[src/rtl/gate_selftest_if.sv]
// Signal bundle between the gate self-test driver and the two-input gate block under test.
// The master side is the self-test driver; the slave side is the gate block plus the run controller.
interface gate_selftest_if;
  logic       start;
  logic       a_drv;
  logic       b_drv;
  logic       and_in;
  logic       or_in;
  logic       not_in;
  logic       xor_in;
  logic       busy;
  logic       done;
  logic       pass;
  logic [3:0] fail_vec;
  logic [3:0] err_gate;

  modport master (
    input  start, and_in, or_in, not_in, xor_in,
    output a_drv, b_drv, busy, done, pass, fail_vec, err_gate
  );

  modport slave (
    output start, and_in, or_in, not_in, xor_in,
    input  a_drv, b_drv, busy, done, pass, fail_vec, err_gate
  );
endinterface

[src/rtl/gate_selftest.sv]
// Walks a/b through 00,01,10,11, waits SETTLE_CYCLES per vector, then checks AND/OR/NOT/XOR against golden values.
// A run lasts 4*(SETTLE_CYCLES+1) cycles from the accepting edge; start is ignored unless idle, and there is no backpressure.
module gate_selftest #(
  parameter int unsigned SETTLE_CYCLES = 2
) (
  input  logic            clk,
  input  logic            rst_n,
  gate_selftest_if.master bus
);

  if (SETTLE_CYCLES < 1 || SETTLE_CYCLES > 15) begin : g_bad_settle
    $error("gate_selftest: SETTLE_CYCLES must be within 1..15");
  end

  typedef enum logic [1:0] {
    S_IDLE,
    S_SETTLE,
    S_CHECK,
    S_DONE
  } state_t;

  localparam logic [3:0] CNT_LAST = 4'(SETTLE_CYCLES - 1);

  state_t     state_q, state_d;
  logic [1:0] vec_q, vec_d;
  logic [3:0] cnt_q, cnt_d;
  logic       a_q, a_d;
  logic       b_q, b_d;
  logic       busy_q, busy_d;
  logic       done_q, done_d;
  logic       pass_q, pass_d;
  logic [3:0] fail_vec_q, fail_vec_d;
  logic [3:0] err_gate_q, err_gate_d;
  logic [3:0] mism;
  logic [1:0] vec_nxt;

  always_comb begin
    state_d    = state_q;
    vec_d      = vec_q;
    cnt_d      = cnt_q;
    a_d        = a_q;
    b_d        = b_q;
    busy_d     = busy_q;
    done_d     = 1'b0;
    pass_d     = pass_q;
    fail_vec_d = fail_vec_q;
    err_gate_d = err_gate_q;
    mism       = 4'b0000;
    vec_nxt    = vec_q + 2'd1;

    case (state_q)
      S_IDLE: begin
        if (bus.start) begin
          vec_d      = 2'd0;
          cnt_d      = 4'd0;
          a_d        = 1'b0;
          b_d        = 1'b0;
          fail_vec_d = 4'b0000;
          err_gate_d = 4'b0000;
          pass_d     = 1'b0;
          busy_d     = 1'b1;
          state_d    = S_SETTLE;
        end
      end
      S_SETTLE: begin
        if (cnt_q == CNT_LAST) begin
          state_d = S_CHECK;
        end else begin
          cnt_d = cnt_q + 4'd1;
        end
      end
      S_CHECK: begin
        // bit order matches err_gate: AND, OR, NOT, XOR
        mism[0] = bus.and_in != (a_q & b_q);
        mism[1] = bus.or_in  != (a_q | b_q);
        mism[2] = bus.not_in != ~a_q;
        mism[3] = bus.xor_in != (a_q ^ b_q);
        err_gate_d = err_gate_q | mism;
        if (|mism) begin
          fail_vec_d[vec_q] = 1'b1;
        end
        if (vec_q == 2'd3) begin
          busy_d  = 1'b0;
          done_d  = 1'b1;
          pass_d  = ~|fail_vec_d;
          state_d = S_DONE;
        end else begin
          vec_d   = vec_nxt;
          a_d     = vec_nxt[1];
          b_d     = vec_nxt[0];
          cnt_d   = 4'd0;
          state_d = S_SETTLE;
        end
      end
      S_DONE: begin
        state_d = S_IDLE;
      end
      default: begin
        state_d = S_IDLE;
      end
    endcase
  end

  always_ff @(posedge clk or negedge rst_n) begin
    if (!rst_n) begin
      state_q    <= S_IDLE;
      vec_q      <= 2'd0;
      cnt_q      <= 4'd0;
      a_q        <= 1'b0;
      b_q        <= 1'b0;
      busy_q     <= 1'b0;
      done_q     <= 1'b0;
      pass_q     <= 1'b0;
      fail_vec_q <= 4'b0000;
      err_gate_q <= 4'b0000;
    end else begin
      state_q    <= state_d;
      vec_q      <= vec_d;
      cnt_q      <= cnt_d;
      a_q        <= a_d;
      b_q        <= b_d;
      busy_q     <= busy_d;
      done_q     <= done_d;
      pass_q     <= pass_d;
      fail_vec_q <= fail_vec_d;
      err_gate_q <= err_gate_d;
    end
  end

  assign bus.a_drv    = a_q;
  assign bus.b_drv    = b_q;
  assign bus.busy     = busy_q;
  assign bus.done     = done_q;
  assign bus.pass     = pass_q;
  assign bus.fail_vec = fail_vec_q;
  assign bus.err_gate = err_gate_q;

endmodule

[src/flat_wrapper.sv]
// flat-port wrapper written by rule: the top's interface ports become plain ports
module gate_selftest_flat 
#(
  parameter int unsigned SETTLE_CYCLES = 2
)
  (clk, rst_n, bus_start, bus_and_in, bus_or_in, bus_not_in, bus_xor_in, bus_a_drv, bus_b_drv, bus_busy, bus_done, bus_pass, bus_fail_vec, bus_err_gate);
  gate_selftest_if bus_i ();
  input  logic clk;
  input  logic rst_n;
  input wire logic [$bits(bus_i.start)-1:0] bus_start;
  input wire logic [$bits(bus_i.and_in)-1:0] bus_and_in;
  input wire logic [$bits(bus_i.or_in)-1:0] bus_or_in;
  input wire logic [$bits(bus_i.not_in)-1:0] bus_not_in;
  input wire logic [$bits(bus_i.xor_in)-1:0] bus_xor_in;
  output wire logic [$bits(bus_i.a_drv)-1:0] bus_a_drv;
  output wire logic [$bits(bus_i.b_drv)-1:0] bus_b_drv;
  output wire logic [$bits(bus_i.busy)-1:0] bus_busy;
  output wire logic [$bits(bus_i.done)-1:0] bus_done;
  output wire logic [$bits(bus_i.pass)-1:0] bus_pass;
  output wire logic [$bits(bus_i.fail_vec)-1:0] bus_fail_vec;
  output wire logic [$bits(bus_i.err_gate)-1:0] bus_err_gate;
  assign bus_i.start = bus_start;
  assign bus_i.and_in = bus_and_in;
  assign bus_i.or_in = bus_or_in;
  assign bus_i.not_in = bus_not_in;
  assign bus_i.xor_in = bus_xor_in;
  assign bus_a_drv = bus_i.a_drv;
  assign bus_b_drv = bus_i.b_drv;
  assign bus_busy = bus_i.busy;
  assign bus_done = bus_i.done;
  assign bus_pass = bus_i.pass;
  assign bus_fail_vec = bus_i.fail_vec;
  assign bus_err_gate = bus_i.err_gate;
  gate_selftest #(.SETTLE_CYCLES(SETTLE_CYCLES)) u_core (.clk(clk), .rst_n(rst_n), .bus(bus_i));
endmodule
[config.mk]
export PLATFORM = sky130hd
export DESIGN_NAME = gate_selftest_flat
export DESIGN_NICKNAME = d
export VERILOG_FILES = /design/src/rtl/gate_selftest_if.sv /design/src/rtl/gate_selftest.sv /design/src/flat_wrapper.sv
export SDC_FILE = /design/constraint.sdc
export NUM_CORES = 1
export LEC_CHECK = 0
export CORE_MARGIN = 2
export CORE_UTILIZATION = 40
export CTS_BUF_LIST = sky130_fd_sc_hd__clkbuf_8 sky130_fd_sc_hd__clkbuf_16
export DETAILED_ROUTE_END_ITERATION = 10
export HOLD_SLACK_MARGIN = 0.06
export REMOVE_ABC_BUFFERS = 1
export SLEW_MARGIN = 20
export SYNTH_ARGS = -nofsm -noshare
export SYNTH_HDL_FRONTEND = slang
export SYNTH_SLANG_ARGS = --single-unit
export TNS_END_PERCENT = 30
[constraint.sdc]
create_clock -name clk -period 4.5 [get_ports clk]
set_clock_uncertainty 0.2 [all_clocks]
set_input_delay 0.9 -clock clk [delete_from_list [all_inputs] [get_ports clk]]
set_output_delay 0.9 -clock clk [all_outputs]
set_load 0.005 [all_outputs]
# After elaboration in Yosys (flattened, before gate mapping)
# Cells that the tools add are included.
[totals] register_bits=21 in_bits=7 out_inout_bits=13
[op_classes] n_addsub=2 order_cmp=2 n_eq_ne=14 mux=29 bitwise_logic=6 reduce_logical=12
[op_table] op="4-bit 2-to-1 mux" count=5
[op_table] op="4-bit case mux with 2 select lines" count=2
[op_table] op="4-bit case mux with 3 select lines" count=1
[op_table] op="2-bit 2-to-1 mux" count=5
[op_table] op="1-bit 2-to-1 mux" count=9
[op_table] op="4-bit OR" count=2
[op_table] op="1-bit case mux with 2 select lines" count=4
[op_table] op="2-bit case mux with 4 select lines" count=1
[op_table] op="4-bit OR reduction" count=2
[op_table] op="2-bit == test, second input constant" count=3
[op_table] op="2-bit inequality test, second input constant" count=3
[op_table] op="3-bit AND reduction" count=2
[op_table] op="4-bit by 1-bit adder with 4-bit output, second input constant" count=1
[op_table] op="4-bit by 1-bit == test with 1-bit output, second input constant" count=1
[op_table] op="1-bit inequality test" count=4
[op_table] op="2-bit by 1-bit inequality test with 1-bit output, second input constant" count=2
[op_table] op="2-bit case mux with 2 select lines" count=1
[op_table] op="2-bit AND reduction" count=2
[op_table] op="4-bit AND reduction" count=1
[op_table] op="2-bit by 3-bit < comparator with 1-bit output, second input constant" count=1
[op_table] op="3-bit nonzero test" count=1
[op_table] op="2-bit by 1-bit adder with 2-bit output, second input constant" count=1
[op_table] op="1-bit demux with 2-bit select" count=1
[op_table] op="2-bit by 1-bit == test with 1-bit output, second input constant" count=1
[op_table] op="9 further kinds" count=9

# Logic depth before layout (Yosys ltp)
# Gate-level depths: netlist (run 1).
[logic_depth] depth_word=11 depth_mapped=5

# Worst setup path after synthesis (run 1)
# Ideal clock, no wire load.
[synth_timing] path_type="input port to flip-flop" startpoint="input port bus_xor_in" endpoint="register u_core.fail_vec_q[0] (netlist: u_core.bus.fail_vec[0])" arrival_time_ns=1.851 required_ns=4.178 setup_slack_ns=2.327 stages=3 path_buffers=0 cell_sequence="xor2_1 or4_4 a32o_1"
[synth_between] elab_chain_len=5
[synth_rtl] element="start: declaration" line="flat_wrapper.sv:14" source="input wire logic [$bits(bus_i.xor_in)-1:0] bus_xor_in;"
[synth_rtl] element="1-bit inequality test" line="gate_selftest.sv:77" source="mism[3] = bus.xor_in != (a_q ^ b_q);"
[synth_rtl] element="4-bit OR reduction" line="gate_selftest.sv:79" source="if (|mism) begin"
[synth_rtl] element="4-bit 2-to-1 mux" line="gate_selftest.sv:79"
[synth_rtl] element="4-bit 2-to-1 mux" line="gate_selftest.sv:51" source="case (state_q)"
[synth_rtl] element="4-bit case mux with 2 select lines" line="gate_selftest.sv:51"
[synth_rtl] element="end signal: assignment" line="gate_selftest.sv:125" source="fail_vec_q <= fail_vec_d;"
[synth_rtl] element="end: declaration" line="gate_selftest.sv:32" source="logic [3:0] fail_vec_q, fail_vec_d;"
# Every way passes these cells. The select of a mux whose other input is x is not followed.
# A chain may end at the register's enable or synchronous reset.

# Worst setup path in the final report (run 1)
[layout_timing] startpoint="input port bus_xor_in" endpoint="register u_core.fail_vec_q[2] (netlist: u_core.bus.fail_vec[2])"
# The elaborated chain is that of the path after synthesis.

==> results of run 1 <==
## report_power, final
group	switching (mW)	internal, mW	leakage, nW	total [mW]
clock network	0.0533	0.0613	0.0255	0.115
logic	0.144	0.159	0.277	0.302
registers	0.0783	0.215	0.253	0.293
total	0.275	0.435	0.555	0.710
## layout by cell type (no fill, tap or decap), drive strengths merged, types with 4 or more instances in the layout
| master | instances |
|---|---|
| ha | 7 |
| a32o | 4 |
| clkdlybuf4s50 | 19 |
| o21ai | 8 |
| nor2 | 6 |
| inv | 6 |
| nand2 | 6 |
| a21oi | 10 |
| dfrtp | 19 |
| nand2b | 4 |
## cell families after synthesis
kind of cell / share of synthesized area
multiplexers: 0.0195
flip-flops: 0.463
AND/OR/NAND/NOR: 0.149
AO/OA/AOI/OAI: 0.201
XOR/XNOR: 0.0342
adder cells (fa/ha/maj): 0.0854
buffers and inverters: 0.0476
## flip-flops by register name (all words and copies together), names as in the netlist
| name | count |
|---|---|
| u_core.bus.done | 1 |
| u_core.vec_q | 2 |
| u_core.bus.fail_vec | 4 |
| u_core.bus.pass | 1 |
| u_core.bus.err_gate | 4 |
| u_core.cnt_q | 4 |
| u_core.bus.busy | 1 |
| u_core.state_q | 2 |
## synth_stat cells
| cell | instances |
|---|---|
| dfrtp_1 | 19 |
| a21oi_1 | 10 |
| o21ai_0 | 8 |
| ha_1 | 7 |
| inv_1 | 6 |
| nand2_1 | 6 |
| nor2_1 | 6 |
| a32o_1 | 4 |
| nand2b_1 | 4 |
| clkbuf_1 | 3 |
| nand3_1 | 3 |
| a22o_1 | 2 |
| mux2i_1 | 2 |
| nor2b_1 | 2 |
| o22ai_1 | 2 |
| o31ai_1 | 2 |
| xnor2_1 | 2 |
| xor2_1 | 2 |
| a211oi_1 | 1 |
| buf_1 | 1 |
| buf_6 | 1 |
| nor3_1 | 1 |
| nor4bb_1 | 1 |
| o21a_1 | 1 |
| o21bai_1 | 1 |
| o221ai_1 | 1 |
| or2_2 | 1 |
| or3_1 | 1 |
| or3b_2 | 1 |
| or4_1 | 1 |
| or4_4 | 1 |
## routing by layer
| metal | wire length (um) | global-route usage | vias to the layer above | share of wire |
|---|---|---|---|---|
| li1 | - | - | 398 | - |
| met3 | 67 | 0.0273 | 2 | 0.032 |
| met4 | 13 | 0.0625 | 0 | 0.0062 |
| met1 | 981 | 0.225 | 386 | 0.47 |
| met2 | 1040 | 0.256 | 13 | 0.49 |
| met5 | 0 | 0 | - | 0 |
## critical path: stages
cell,delay (ns)
clkdlybuf4s50_1,0.42
xor2_1,0.16
or4_4,0.58
a32o_1,0.28
## cell type report
type                    instances  area share
multi-input cells              73       0.394
flip-flops and latches         19       0.373
clock buffers                   3      0.0324
clock inverters                 1     0.00393
repair buffers                 19       0.149
well taps                      30      0.0295
inverters                       6      0.0177
## final timing paths
path	end	startpoint	cells past startpoint
worst max-delay path	u_core.bus.fail_vec[2]$_DFFE_PN0P_	bus_xor_in	4
worst min-delay path	u_core.cnt_q[3]$_DFFE_PN0P_	u_core.cnt_q[3]$_DFFE_PN0P_	1
worst max register to register	u_core.bus.fail_vec[2]$_DFFE_PN0P_	u_core.vec_q[1]$_DFFE_PN0P_	5
worst min register to register	u_core.cnt_q[3]$_DFFE_PN0P_	u_core.cnt_q[3]$_DFFE_PN0P_	1
max in group asynchronous	u_core.state_q[1]$_DFFE_PN0P_	rst_n	1
min in group asynchronous	u_core.cnt_q[1]$_DFFE_PN0P_	rst_n	1
==> impl_metrics.csv, run 1 <==
group,metric,value,unit
worst_setup_path,worstPathRequired,4.44,ns
sta,period_share,0.532,
placed_design,postPlaceCellArea,0.00123,mm2
die,die_w,54.6,um
die,die_h,54.6,um
detailed_routing,via_count,799,
worst_setup_path,worstSetupPathType,"input pin to flip-flop",
layout,seq_area,475,um2
die,initial_utilization,0.418,
cts,cts_buffers,3,
placed_design,port_buffers,19,
cts,clk_transition_reported_paths,0.07,ns
placed_design,dp_hpwl,1540,um
detailed_routing,drt_iter0_markers,8,
worst_setup_path,path_max_fanout,5,
sta,setup_tns,0,ns
cts,clk_path_buf_depth,2,
placed_design,dp.cells,147,
synthesis,avgSynthCellArea,9.96,um2
layout,drive_above_1_share,0.0579,
power_and_ir_drop,p_per_area,558,mW/mm2
placed_design,place_ws,1.84,ns
detailed_routing,first_pass_iters,3,
layout,final_nets,136,
die,rows,18,
cts,htree_levels,1,
sta,fin_ws,2.11,ns
sta,finalHoldViolCount,0,
die,io_pins,20,
synthesis,ys_warn_count,0,
sta,slew_headroom,0.440,
sta,maxSlewViolCount,0,
sta,hold_ws,0.312,ns
detailed_routing,ant_nets,0,
layout,n_fill_cell,240,
worst_setup_path,r2r_setup_slack,2.22,ns
detailed_routing,wirelength,2100,um
power_and_ir_drop,p_leak,0.555,nW
synthesis,synthTopCellsByArea,"dfrtp_1 46%, ha_1 8.5%, a21oi_1 4.9%, a32o_1 3.9%, o21ai_0 3.9%",
sta,final-setup-viol-count,0,
cts,post_cts_buffers,0,
die,coreArea,0.00245,mm2
synthesis,ys_seq_area_frac,0.463,
global_route,grt.overflow.total,0,
synthesis,synth_top_area_cell,"dfrtp_1",
synthesis,synthCells,103,
global_route,antenna_found_initial,0,
detailed_routing,drt-vias-per-instance,5.29,
cts,insertion_delay,0.25,ns
layout,areaGrowthSynthToFinish,24.1,%
sta,max_freq,418,MHz
power_and_ir_drop,total_power,0.710,mW
sta,fin_crit,2.39,ns
worst_setup_path,worst-endpoint-arrival,2.33,ns
cts,post_cts_resized,0,
synthesis,ys_types,31,
cts,cts_hold_buf,0,
synthesis,yosysTopAreaCellShare,0.463,
layout,multi_input_area,502,um2
synthesis,synth_seq_cells,19,
layout,final_area,0.00127,mm2
status,outcome,"finished, final reports clean",
global_route,grt_max_degree,20,
die,die_area,0.00299,mm2
worst_hold_path,hp-class,"flip-flop to flip-flop",
global_route,grt_use_total,0.164,
worst_setup_path,cp-end-kind,"flip-flop",
job,maxCapViolations,0,
layout,post-route-util,0.519,
placed_design,gp_congestion,0.739,
cts,cts.sinks,19,
layout,fin_cells,151,
cts,cts_tree,"yes",
sta,worst_pin_slew,0.837,ns
global_route,grt_pass1_wl,3560,um
cts,cts_root_buf,"clkbuf_8",
global_route,grt_pass1_vias,813,
detailed_routing,wire_per_inst,13.9,um
worst_setup_path,cp-start-kind,"input pin",
synthesis,syn-cell-area,0.00103,mm2
power_and_ir_drop,max-vdd-ir-drop,0.324,mV
sta,rsz0062_at_grt,"false",
layout,num_antenna_cells,0,
detailed_routing,drc,0,
(Power assumes the default switching activity.)
==> run 2, diff against run 1 <==
--- a/config.mk
+++ b/config.mk
@@ -10,6 +10,7 @@
 export CTS_BUF_LIST = sky130_fd_sc_hd__clkbuf_8 sky130_fd_sc_hd__clkbuf_16
 export DETAILED_ROUTE_END_ITERATION = 10
 export HOLD_SLACK_MARGIN = 0.06
+export PLACE_DENSITY = 0.67
 export REMOVE_ABC_BUFFERS = 1
 export SLEW_MARGIN = 20
 export SYNTH_ARGS = -nofsm -noshare
==> constraint.sdc (replaced) <==
create_clock -name clk -period 2.1 [get_ports clk]
set_clock_uncertainty 0.2 [all_clocks]
set_input_delay 0.42 -clock clk [delete_from_list [all_inputs] [get_ports clk]]
set_output_delay 0.42 -clock clk [all_outputs]
set_load 0.005 [all_outputs]
==> impl_metrics.csv, run 2 (synthesis gave the netlist of run 1 again) <==
group,metric,value,unit
layout,final_area,0.00135,mm2
cts,clk_transition_reported_paths,0.07,ns
worst_setup_path,worstPathRequired,2.03,ns
power_and_ir_drop,total_power,1.64,mW
global_route,antenna_found_initial,0,
global_route,grt_use_total,0.176,
detailed_routing,top_layer,"met4",
layout,drive_above_1_share,0.138,
sta,max_freq,490,MHz
detailed_routing,via_count,861,
worst_setup_path,cp-end-kind,"flip-flop",
sta,fin_ws,0.0574,ns
worst_setup_path,worstSetupPathType,"flip-flop to flip-flop",
power_and_ir_drop,max-vdd-ir-drop,0.629,mV
placed_design,dp_hpwl,1640,um
placed_design,place_ws,-0.0900,ns
worst_setup_path,r2r_setup_slack,0.06,ns
global_route,grt_max_degree,20,
detailed_routing,wirelength,2200,um
sta,hold_ws,0.293,ns
worst_setup_path,reg2reg_depth,5,
worst_setup_path,cp-start-kind,"flip-flop",
die,die_area,0.00299,mm2
sta,worst_pin_slew,0.477,ns
cts,cts_tree,"yes",
cts,insertion_delay,0.25,ns
worst_setup_path,rr_startpoint,"u_core.vec_q[1]$_DFFE_PN0P_",
worst_setup_path,startpoint,"u_core.vec_q[1]$_DFFE_PN0P_",
sta,fin_crit,2.04,ns
detailed_routing,first_pass_iters,4,
die,die_h,54.6,um
layout,final_nets,145,
sta,slew_headroom,0.682,
detailed_routing,wl_met1,1010,um
detailed_routing,drc,0,
die,io_pins,20,
placed_design,dp.cells,155,
sta,period_share,0.973,
cts,clk_path_buf_depth,2,
sta,maxSlewViolCount,0,
global_route,grt_pass1_wl,3830,um
die,coreArea,0.00245,mm2
sta,rsz0062_at_grt,"false",
power_and_ir_drop,p_leak,0.601,nW
cts,htree_levels,1,
sta,final-setup-viol-count,0,
job,maxCapViolations,0,
detailed_routing,drt_iter0_markers,16,
sta,finalHoldViolCount,0,
placed_design,port_buffers,19,
worst_setup_path,path_max_fanout,5,
die,initial_utilization,0.418,
die,rows,18,
cts,cts.sinks,19,
detailed_routing,wire_per_inst,13.7,um
placed_design,gp_congestion,0.736,
die,die_w,54.6,um
worst_setup_path,worst-endpoint-arrival,1.98,ns
layout,fin_cells,160,
cts,cts_root_buf,"clkbuf_8",
worst_hold_path,hp-class,"input pin to async pin",
global_route,grt_pass1_vias,858,
layout,most-common-layout-cells,"19 x clkdlybuf4s50_1, 19 x dfrtp_1, 10 x a21oi_1",
worst_setup_path,r2r-end,"u_core.bus.fail_vec[1]$_DFFE_PN0P_",
detailed_routing,met3_length,63,um
cts,cts_buffers,3,
global_route,grt.overflow.total,0,
detailed_routing,ant_nets,0,
layout,num_antenna_cells,0,
worst_setup_path,endpoint,"u_core.bus.fail_vec[1]$_DFFE_PN0P_",
detailed_routing,dr_wl_met2,1110,um
layout,areaGrowthSynthToFinish,32.0,%
detailed_routing,drt-vias-per-instance,5.38,
placed_design,postPlaceCellArea,0.00129,mm2
status,outcome,"finished, final reports clean",
power_and_ir_drop,p_per_area,1210,mW/mm2
run 2: changes by cell type in the layout (fill, tap and decap cells not counted):
cell   previous run  this run
buf_4             0         9
ha_1              7         6
ha_4              0         1
inv_1             6         5
inv_2             0         1
run 2: power breakdown:
group	internal, mW	total [mW]	switching, mW
clock network	0.131	0.245	0.114
logic	0.432	0.798	0.366
registers	0.461	0.600	0.139
total	1.02	1.64	0.619
run 2: layout make-up:
class,instances,area [um2]
Tap cell,30,37.5
Sequential cell,19,475
Timing Repair Buffer,28,258
Fill cell,226,1100
Inverter,6,22.5
Clock inverter,1,5.00
Multi-Input combinational cell,73,514
Clock buffer,3,41.3
run 2: metrics by stage:
stage,utilization,TNS (ns)
2_1_floorplan,-,-0.127
3_3_place_gp,0.524,-0.230
3_5_place_dp,0.524,-0.362
4_1_cts,0.546,0
5_1_grt,0.551,0
6_report,0.551,0
run 2: worst max-delay path, stage by stage (launching register included):
cell	delay [ns]
dfrtp_1	0.40
inv_1	0.11
ha_4	0.21
xor2_1	0.17
or4_4	0.56
a32o_1	0.28
run 2: timing repair:
action | in CTS | in global routing
hold endpoints to repair | 0 | 0
gates resized for setup | 0 | 2
setup buffers | 1 | 0
hold buffers | 0 | 0
pin swaps | 1 | 1
endpoints found under the setup margin | 4 | 4
run 2: worst min path at each step:
stage | startpoint | to | slack [ns] | cells after the start
2_1_floorplan | rst_n | u_core.bus.busy$_DFFE_PN0P_ | -0.08 | 0
3_3_place_gp | u_core.cnt_q[3]$_DFFE_PN0P_ | u_core.cnt_q[3]$_DFFE_PN0P_ | 0.29 | 1
3_5_place_dp | u_core.cnt_q[3]$_DFFE_PN0P_ | u_core.cnt_q[3]$_DFFE_PN0P_ | 0.30 | 1
4_1_cts | rst_n | u_core.cnt_q[2]$_DFFE_PN0P_ | 0.30 | 2
5_1_grt | rst_n | u_core.cnt_q[1]$_DFFE_PN0P_ | 0.30 | 2
6_report | rst_n | u_core.cnt_q[2]$_DFFE_PN0P_ | 0.29 | 2
run 2: layer usage:
metal  track usage  vias to the layer above
met5             0                        -
met4        0.0417                        0
met3        0.0273                        2
met2         0.290                       18
met1         0.241                      420
li1              -                      421
==> run 3, diff against run 2 <==
--- a/config.mk
+++ b/config.mk
@@ -8,10 +8,13 @@
 export CORE_MARGIN = 2
 export CORE_UTILIZATION = 40
 export CTS_BUF_LIST = sky130_fd_sc_hd__clkbuf_8 sky130_fd_sc_hd__clkbuf_16
+export CTS_CLUSTER_SIZE = 8
 export DETAILED_ROUTE_END_ITERATION = 10
+export GPL_TIMING_DRIVEN = 0
 export HOLD_SLACK_MARGIN = 0.06
 export PLACE_DENSITY = 0.67
 export REMOVE_ABC_BUFFERS = 1
+export SKIP_CTS_REPAIR_TIMING = 1
 export SLEW_MARGIN = 20
 export SYNTH_ARGS = -nofsm -noshare
 export SYNTH_HDL_FRONTEND = slang
==> impl_metrics.csv, run 3 (synthesis gave the netlist of run 1 again) <==
group,metric,value,unit
cts,cts.sinks,19,
worst_setup_path,worstSetupPathType,"flip-flop to flip-flop",
die,die_area,0.00299,mm2
layout,layout_commonest_cell,"clkdlybuf4s50_1",
die,rows,18,
sta,finalHoldViolCount,0,
detailed_routing,via_count,832,
worst_setup_path,path_max_fanout,6,
placed_design,postPlaceCellArea,0.00123,mm2
sta,fin_crit,2.04,ns
sta,period_share,0.970,
worst_setup_path,cp-start-kind,"flip-flop",
detailed_routing,wirelength,2140,um
detailed_routing,drc,0,
layout,final_area,0.00130,mm2
layout,n_fill_cell,240,
die,coreArea,0.00245,mm2
die,initial_utilization,0.418,
sta,final-setup-viol-count,0,
cts,cts_buffers,3,
placed_design,port_buffers,19,
detailed_routing,drt-vias-per-instance,5.51,
worst_setup_path,worst-endpoint-arrival,1.98,ns
power_and_ir_drop,p_per_area,1200,mW/mm2
die,io_pins,20,
die,die_w,54.6,um
sta,maxSlewViolCount,0,
cts,insertion_delay,0.25,ns
cts,cts_root_buf,"clkbuf_8",
die,die_h,54.6,um
global_route,grt_pass1_vias,841,
layout,post-route-util,0.531,
placed_design,gp_congestion,0.787,
detailed_routing,first_pass_iters,4,
layout,drive_above_1_share,0.0992,
cts,htree_levels,1,
global_route,grt_use_total,0.170,
layout,fin_cells,151,
layout,most-common-layout-cells,"19 x clkdlybuf4s50_1, 17 x dfrtp_1, 10 x a21oi_1",
layout,areaGrowthSynthToFinish,27.0,%
global_route,grt.overflow.total,0,
sta,fin_ws,0.0636,ns
placed_design,dp.cells,147,
sta,hold_ws,0.311,ns
worst_setup_path,worstPathRequired,2.04,ns
worst_setup_path,cp-end-kind,"flip-flop",
cts,clk_path_buf_depth,2,
sta,slew_headroom,0.434,
detailed_routing,drt_iter0_markers,15,
cts,clk_transition_reported_paths,0.07,ns
sta,max_freq,491,MHz
global_route,grt_pass1_wl,3660,um
detailed_routing,ant_nets,0,
sta,worst_pin_slew,0.846,ns
placed_design,dp_hpwl,1590,um
cts,cts_tree,"yes",
layout,num_antenna_cells,0,
power_and_ir_drop,p_leak,0.553,nW
sta,rsz0062_at_grt,"false",
detailed_routing,wire_per_inst,14.2,um
global_route,grt_max_degree,20,
global_route,antenna_found_initial,0,
placed_design,place_ws,-0.146,ns
job,maxCapViolations,0,
power_and_ir_drop,max-vdd-ir-drop,0.610,mV
worst_hold_path,hp-class,"flip-flop to flip-flop",
status,outcome,"finished, final reports clean",
layout,final_nets,136,
[run 3: cell types whose count changed in the layout (fill, tap and decap cells not counted), sizes merged]
cell	before	now
buf	9	0
clkinv	1	0
inv	6	7
[run 3: area by class of cell]
| class | instances | area, um2 | area share |
|---|---|---|---|
| multi-input cells | 73 | 527 | 0.404 |
| clock buffers | 3 | 41.3 | 0.0317 |
| flip-flops and latches | 19 | 478 | 0.367 |
| clock inverters | 1 | 3.75 | 0.00288 |
| repair buffers | 19 | 190 | 0.146 |
| well taps | 30 | 37.5 | 0.0288 |
| inverters | 6 | 25.0 | 0.0192 |
[run 3: power breakdown]
group,internal [mW],switching (mW),total [mW],leakage (nW)
Sequential,0.463,0.178,0.641,0.249
Combinational,0.360,0.312,0.672,0.277
Clock,0.130,0.118,0.248,0.0269
[run 3: final timing paths]
kind | cells past startpoint | startpoint | end | slack (ns)
setup / recovery | 5 | u_core.vec_q[1]$_DFFE_PN0P_ | u_core.bus.fail_vec[2]$_DFFE_PN0P_ | 0.06
hold / removal | 1 | u_core.bus.fail_vec[0]$_DFFE_PN0P_ | u_core.bus.fail_vec[0]$_DFFE_PN0P_ | 0.31
setup reg to reg | 5 | u_core.vec_q[1]$_DFFE_PN0P_ | u_core.bus.fail_vec[2]$_DFFE_PN0P_ | 0.06
hold reg to reg | 1 | u_core.bus.fail_vec[0]$_DFFE_PN0P_ | u_core.bus.fail_vec[0]$_DFFE_PN0P_ | 0.31
max in group asynchronous | 1 | rst_n | u_core.vec_q[0]$_DFFE_PN0P_ | 0.68
min in group asynchronous | 1 | rst_n | u_core.cnt_q[1]$_DFFE_PN0P_ | 0.45
[run 3: through the flow]
step	TNS (ns)	total power, mW
2_1_floorplan	-0.127	1.03
3_3_place_gp	-0.516	1.26
3_5_place_dp	-0.596	1.29
4_1_cts	-0.692	1.53
5_1_grt	0	1.71
6_report	0	1.56
[run 3: worst max-delay path, stage by stage, from the launching register on]
cell and delay, ns:
dfrtp_2 0.47, inv_2 0.12, ha_4 0.21, xor2_1 0.17, or4_4 0.46, a32o_1 0.29
[run 3: per-layer routing]
layer  track usage  wire, um  vias up
li1              -         -      405
met1         0.205       948      408
met2         0.298      1100       19
met3        0.0246        90        0
met4        0.0708         0        0
met5             0         0        -
